$ cat src/rtl/adc_to_opfb_hls_deadlock_reporter_if.sv
// rtl/adc_to_opfb_hls_deadlock_reporter_if.sv - byte-wide AXI4-Stream report channel
// Ports (master view):
//   m_tdata  out 8  report byte
//   m_tvalid out 1  beat valid
//   m_tready in  1  sink ready
//   m_tlast  out 1  final byte of the report frame
interface adc_to_opfb_hls_deadlock_reporter_if;
    logic [7:0] m_tdata;
    logic       m_tvalid;
    logic       m_tready;
    logic       m_tlast;

    modport master (
        output m_tdata,
        output m_tvalid,
        output m_tlast,
        input  m_tready
    );

    modport slave (
        input  m_tdata,
        input  m_tvalid,
        input  m_tlast,
        output m_tready
    );
endinterface

$ cat src/rtl/adc_to_opfb_hls_deadlock_reporter.sv
// rtl/adc_to_opfb_hls_deadlock_reporter.sv - qualifies HLS dataflow deadlocks and emits one framed report
// Purpose: counts consecutive cycles of the monitor's block flag; after THRESH
// of them it latches the channel info and a cycle timestamp, raises a sticky
// deadlock flag and streams the frame DE, info (LSB first), timestamp (LSB
// first). clear in the DONE state re-arms the block.
// Ports:
//   clock, reset          clock and asynchronous active-high reset
//   block                 monitor deadlock flag
//   axis_block_info       monitor per-channel info (INFO_W bits)
//   clear                 acknowledge pulse, honoured only after the frame is sent
//   deadlock              sticky qualified-deadlock flag
//   latched_info          info captured at qualification
//   latched_ts            timestamp captured at qualification
//   m_axis                byte-wide report stream (master)
module adc_to_opfb_hls_deadlock_reporter #(
    parameter int INFO_W = 9,
    parameter int THRESH = 16,
    parameter int TS_W   = 32
) (
    input  logic                                      clock,
    input  logic                                      reset,
    input  logic                                      block,
    input  logic [INFO_W-1:0]                         axis_block_info,
    input  logic                                      clear,
    output logic                                      deadlock,
    output logic [INFO_W-1:0]                         latched_info,
    output logic [TS_W-1:0]                           latched_ts,
    adc_to_opfb_hls_deadlock_reporter_if.master       m_axis
);

    localparam int INFO_B  = (INFO_W + 7) / 8;
    localparam int INFO_PW = 8 * INFO_B;
    localparam int TS_B    = TS_W / 8;
    localparam int FRAME_L = 1 + INFO_B + TS_B;
    localparam int FRAME_W = 8 * FRAME_L;
    localparam int RUN_W   = $clog2(THRESH + 1);
    localparam int IDX_W   = $clog2(FRAME_L + 1);

    localparam logic [RUN_W-1:0] RUN_LAST = RUN_W'(THRESH - 1);
    localparam logic [IDX_W-1:0] IDX_LAST = IDX_W'(FRAME_L - 1);

    typedef enum logic [1:0] {
        IDLE,
        SEND,
        DONE
    } state_t;

    state_t            state;
    logic [RUN_W-1:0]  run;
    logic [TS_W-1:0]   ts;
    logic [IDX_W-1:0]  byte_idx;
    logic [7:0]        tdata_q;
    logic              tvalid_q;
    logic              tlast_q;

    logic [INFO_PW-1:0] info_ext;
    logic [FRAME_W-1:0] frame;
    logic [IDX_W-1:0]   next_idx;
    logic [7:0]         next_byte;

    // The frame is assembled from the latched registers, which are stable for
    // the whole SEND state, so byte k is simply a slice of this vector.
    always_comb begin
        info_ext  = INFO_PW'(latched_info);
        frame     = {latched_ts, info_ext, 8'hDE};
        next_idx  = byte_idx + 1'b1;
        next_byte = frame[{next_idx, 3'b000} +: 8];
    end

    assign m_axis.m_tdata  = tdata_q;
    assign m_axis.m_tvalid = tvalid_q;
    assign m_axis.m_tlast  = tlast_q;

    always_ff @(posedge clock or posedge reset) begin
        if (reset) begin
            state        <= IDLE;
            run          <= '0;
            ts           <= '0;
            byte_idx     <= '0;
            tdata_q      <= '0;
            tvalid_q     <= 1'b0;
            tlast_q      <= 1'b0;
            deadlock     <= 1'b0;
            latched_info <= '0;
            latched_ts   <= '0;
        end else begin
            ts <= ts + 1'b1;
            case (state)
                IDLE: begin
                    if (block) begin
                        if (run == RUN_LAST) begin
                            // THRESH-th consecutive high sample: capture with
                            // the pre-increment timestamp and start the frame.
                            latched_info <= axis_block_info;
                            latched_ts   <= ts;
                            deadlock     <= 1'b1;
                            tvalid_q     <= 1'b1;
                            tdata_q      <= 8'hDE;
                            tlast_q      <= 1'b0;
                            byte_idx     <= '0;
                            run          <= '0;
                            state        <= SEND;
                        end else begin
                            run <= run + 1'b1;
                        end
                    end else begin
                        run <= '0;
                    end
                end
                SEND: begin
                    if (tvalid_q && m_axis.m_tready) begin
                        if (byte_idx == IDX_LAST) begin
                            tvalid_q <= 1'b0;
                            tlast_q  <= 1'b0;
                            state    <= DONE;
                        end else begin
                            byte_idx <= next_idx;
                            tdata_q  <= next_byte;
                            tlast_q  <= (next_idx == IDX_LAST);
                        end
                    end
                end
                DONE: begin
                    // block is ignored here so a persisting deadlock is not
                    // reported twice; only clear re-arms the counter.
                    if (clear) begin
                        deadlock <= 1'b0;
                        run      <= '0;
                        state    <= IDLE;
                    end
                end
                default: begin
                    state <= IDLE;
                end
            endcase
        end
    end

endmodule

$ cat src/flat_wrapper.sv
// flat-port wrapper written by rule: the top's interface ports become plain ports
module adc_to_opfb_hls_deadlock_reporter_flat 
#(
    parameter int INFO_W = 9,
    parameter int THRESH = 16,
    parameter int TS_W   = 32
)
  (clock, reset, block, axis_block_info, clear, deadlock, latched_info, latched_ts, m_axis_m_tdata, m_axis_m_tvalid, m_axis_m_tlast, m_axis_m_tready);
  adc_to_opfb_hls_deadlock_reporter_if m_axis_i ();
  input  logic clock;
  input  logic reset;
  input  logic block;
  input  logic [INFO_W-1:0] axis_block_info;
  input  logic clear;
  output logic deadlock;
  output logic [INFO_W-1:0] latched_info;
  output logic [TS_W-1:0] latched_ts;
  output wire logic [$bits(m_axis_i.m_tdata)-1:0] m_axis_m_tdata;
  output wire logic [$bits(m_axis_i.m_tvalid)-1:0] m_axis_m_tvalid;
  output wire logic [$bits(m_axis_i.m_tlast)-1:0] m_axis_m_tlast;
  input wire logic [$bits(m_axis_i.m_tready)-1:0] m_axis_m_tready;
  assign m_axis_m_tdata = m_axis_i.m_tdata;
  assign m_axis_m_tvalid = m_axis_i.m_tvalid;
  assign m_axis_m_tlast = m_axis_i.m_tlast;
  assign m_axis_i.m_tready = m_axis_m_tready;
  adc_to_opfb_hls_deadlock_reporter #(.INFO_W(INFO_W), .THRESH(THRESH), .TS_W(TS_W)) u_core (.clock(clock), .reset(reset), .block(block), .axis_block_info(axis_block_info), .clear(clear), .deadlock(deadlock), .latched_info(latched_info), .latched_ts(latched_ts), .m_axis(m_axis_i));
endmodule
$ cat config.mk
export PLATFORM = sky130hd
export DESIGN_NAME = adc_to_opfb_hls_deadlock_reporter_flat
export DESIGN_NICKNAME = d
export VERILOG_FILES = /design/src/rtl/adc_to_opfb_hls_deadlock_reporter_if.sv /design/src/rtl/adc_to_opfb_hls_deadlock_reporter.sv /design/src/flat_wrapper.sv
export SDC_FILE = /design/constraint.sdc
export NUM_CORES = 1
export LEC_CHECK = 0
export BUFFER_PORTS_ARGS = -buffer_cell sky130_fd_sc_hd__clkbuf_2
export CAP_MARGIN = 20
export CORE_UTILIZATION = 30
export DETAILED_ROUTE_END_ITERATION = 8
export PLACE_DENSITY = 0.47
export SYNTH_ARGS = -nofsm -noshare
export SYNTH_HDL_FRONTEND = slang
export SYNTH_SLANG_ARGS = --single-unit
$ cat constraint.sdc
create_clock -name clock -period 7.35 [get_ports clock]
set_input_delay 0.735 -clock clock [delete_from_list [all_inputs] [get_ports clock]]
set_output_delay 0.735 -clock clock [all_outputs]
set_load 0.01 [all_outputs]
==> run_results.csv <==
group,metric,value,unit
timing,tightest_slew,0.8977,ns
timing,slew_headroom,39.93,%
cts,ctsResizeCount,0,
worst_setup_path,setup.worst_path.class,"reg -> reg",
logic_synthesis,ys_warn_count,0,
logic_synthesis,syn-instance-count,351,
floorplanning,fp-row-count,43,
power_and_ir_drop,p_leak,2.479,nW
logic_synthesis,synth-seq-cells,94,
route,drcViolationCount,0,
logic_synthesis,ys_seq_area_share,55.20,%
timing,tns,0,ns
route,wl_per_cell,16.49,um
logic_synthesis,synth_ff_type,"dfrtp_1",
final_layout,n_antenna_cell,0,
cts,cts_root_buf,"clkbuf_16",
logic_synthesis,netlist-cell-type-count,43,
power_and_ir_drop,switching_power,0.0002150,W
final_layout,ff_latch_area,0.002352,mm2
timing,finClkSkew,0.005715,ns
logic_synthesis,yosys.area.top_type,"dfrtp_1",
cts,cts_tree,"yes",
logic_synthesis,synth_area_leaders,"dfrtp_1 55%, mux2_2 13%, xnor2_1 4.5%",
worst_setup_path,cp_slowest_cell,"ha_1",
floorplanning,core,0.01388,mm2
worst_setup_path,crit_chain,"inv_1, ha_1, mux2_2, a221oi_1, a31o_2, a21oi_1",
power_and_ir_drop,p_sw_share,21.76,%
floorplanning,die-area,0.01469,mm2
worst_setup_path,critPathMaxStageDelay,0.85,ns
logic_synthesis,synth-edff-count,0,
cts,clockBufferDepth,2,
power_and_ir_drop,power_density,196.7,mW/mm2
floorplanning,die_h,121.2,um
place,io_buffers,65,
floorplanning,die_w,121.2,um
timing,setup_violations,0,
worst_setup_path,critPathMaxFanout,24,
place,place_congestion,0.7083,
place,dp.cells,586,
route,firstDrtPassIters,4,
global_routing,grt_pass1_vias,2863,
final_layout,utilization,36.19,%
final_layout,post_route_cells_drive_above_1_share,34.29,%
final_layout,n_fill_cell,1413,
logic_synthesis,synthArstFlopShare,100.0,%
cts,cts.reportedPaths.clkPinSlew,0.06,ns
power_and_ir_drop,p_clk_share,42.3,%
logic_synthesis,syn_area,0.004262,mm2
worst_setup_path,path_buf_inv,1,
status,status,"complete, no violations",
global_routing,grt.total_usage,14.54,%
final_layout,multiInputGateArea,0.001807,mm2
logic_synthesis,syn_avg_cell_area,12.14,um2
global_routing,grt_overflow_total,0,
route,drt_iter0_drc,140,
power_and_ir_drop,peakVddDrop,0.09190,mV
worst_setup_path,arrival,3.29,ns
timing,min_period,3.105,ns
power_and_ir_drop,pwr-share-seq,53.7,%
floorplanning,initial_core_util,30.70,%
worst_setup_path,start_kind,"flop",
route,via_per_inst,4.865,
power_and_ir_drop,intPower,0.0007731,W
power_and_ir_drop,p_comb_share,4.0,%
place,hpwlAfterDp,6919,um
job,cap_viol_max_count,0,
global_routing,grt_max_degree,54,
worst_setup_path,required,7.53,ns
timing,period_share,42.25,%
global_routing,antenna_found_initial,0,
final_layout,final_nets,436,
cts,htree_levels,3,
logic_synthesis,synthDominantCellAreaShare,55.20,%
timing,hold_viol,0,
cts,post_cts_buffers,0,
timing,slew_viol_final,0,
worst_hold_path,hold_path.class,"reg -> reg",
cts,clkLatencyLatePin,0.34,ns
floorplanning,io_pins,66,
cts,clock-sinks,94,
route,antenna_left,0,
final_layout,area.growth.synth_to_final,17.88,%
logic_synthesis,synthTopCellsByCount,"94 x dfrtp_1, 49 x mux2_2, 28 x nand2_1",
worst_setup_path,cp_top_family,"adder cells",
worst_setup_path,crit_path_end_kind,"flop",
logic_synthesis,yosysMostFrequentCell,"dfrtp_1",
cts,numCtsBuffers,9,
timing,rsz0062_at_grt,"no",
global_routing,grt_pass1_wl,15860,um
timing,clock.fmax,0.3220,GHz
cts,cts_hold_repair.buffers,0,
route,routed_wl,9893,um
logic_synthesis,syn_nets,370,
route,via_count,2919,
final_layout,layoutNonFillerInstCount,600,
-- cells in the final DEF, fill, tap and decap left out, types with 2 or more instances in the layout --
| cell type | instances |
|---|---|
| dfrtp_1 | 94 |
| clkbuf_2 | 65 |
| mux2_2 | 49 |
| nand2_1 | 28 |
| xnor2_1 | 22 |
| o21ai_0 | 16 |
| nand3_1 | 14 |
| nor2_1 | 13 |
| xor2_1 | 10 |
| clkbuf_16 | 9 |
| inv_1 | 8 |
| nand4_1 | 8 |
| nor3_1 | 8 |
| a21oi_1 | 7 |
| a221oi_1 | 6 |
| a31o_2 | 6 |
| ha_1 | 5 |
| and3_1 | 4 |
| and4_1 | 3 |
| nand2b_1 | 3 |
| clkinv_2 | 3 |
| mux2i_1 | 3 |
| o22ai_1 | 3 |
| buf_4 | 3 |
| nand4b_1 | 2 |
| nor4_4 | 2 |
| or3_1 | 2 |
| or2_2 | 2 |
| a31oi_1 | 2 |
| nor3b_1 | 2 |
| nand3b_1 | 2 |
| clkbuf_1 | 2 |
-- flip-flops by register name, summed over array words and instances, names as in the netlist --
signal and count:
u_core.latched_ts 32, u_core.ts 32, u_core.latched_info 9, u_core.m_axis.m_tdata 8
u_core.run 5, u_core.byte_idx 3, u_core.state 2, u_core.deadlock 1
u_core.m_axis.m_tlast 1, u_core.m_axis.m_tvalid 1
-- cell type report --
class	instances	share of cell area, %
flip-flops and latches	94	46.82
multi-input cells	235	35.97
repair buffers	68	6.924
clock buffers	12	4.907
well taps	180	4.483
inverters	9	0.6974
clock inverters	2	0.1993
-- final timing paths --
kind	start	endpoint	slack, ns	depth (start not counted)
setup reg to reg	u_core.byte_idx[0]	u_core.m_axis.m_tdata[2]	4.24	6
hold reg to reg	u_core.ts[31]	u_core.ts[31]	0.47	1
setup / recovery	u_core.byte_idx[0]	u_core.m_axis.m_tdata[2]	4.24	6
min in group asynchronous	reset	u_core.ts[17]	0.49	2
hold / removal	u_core.ts[31]	u_core.ts[31]	0.47	1
max in group asynchronous	reset	u_core.latched_ts[15]	5.71	3
-- metrics by stage --
step | hold slack, ns | cell area (um2) | total power [W] | setup slack (ns)
global placement | 0.4592 | 4767 | 0.0005808 | 4.229
finish | 0.4713 | 5024 | 0.0009881 | 4.245
detailed placement | 0.4627 | 4767 | 0.0005813 | 4.246
global route | 0.4981 | 5024 | 0.001034 | 4.016
CTS | 0.4708 | 5024 | 0.001006 | 4.237
floorplan | 0.4404 | 4262 | 0.0005640 | 4.166
-- layer usage --
| metal | wire length (um) | up-vias | share of wire [%] | global-route usage, % |
|---|---|---|---|---|
| met2 | 4656 | 65 | 47 | 22.36 |
| met4 | 94 | 0 | 0.95 | 3.935 |
| met3 | 457 | 5 | 4.6 | 4.793 |
| met1 | 4685 | 1466 | 47 | 19.54 |
| li1 | - | 1383 | - | - |
| met5 | 0 | - | 0 | 0 |
-- logic make-up after synthesis --
kind of cell | share of synthesized area, %
simple gates | 13.56
flops | 55.20
mux | 13.65
compound gates | 7.135
xor+xnor | 6.576
buf+inv | 2.408
fa+ha+maj | 1.468
-- power groups by stage --
stage / registers [W] / clock network [W] / logic (W)
final: 0.000530 / 0.000418 / 0.0000397
after global routing: 0.000531 / 0.000458 / 0.0000454
after CTS: 0.000530 / 0.000434 / 0.0000413
after detailed placement: 0.000540 / 0 / 0.0000412
after global placement: 0.000540 / 0 / 0.0000407
after floorplan: 0.000539 / 0 / 0.0000246
Note: power is estimated with default switching activity, not from simulation.
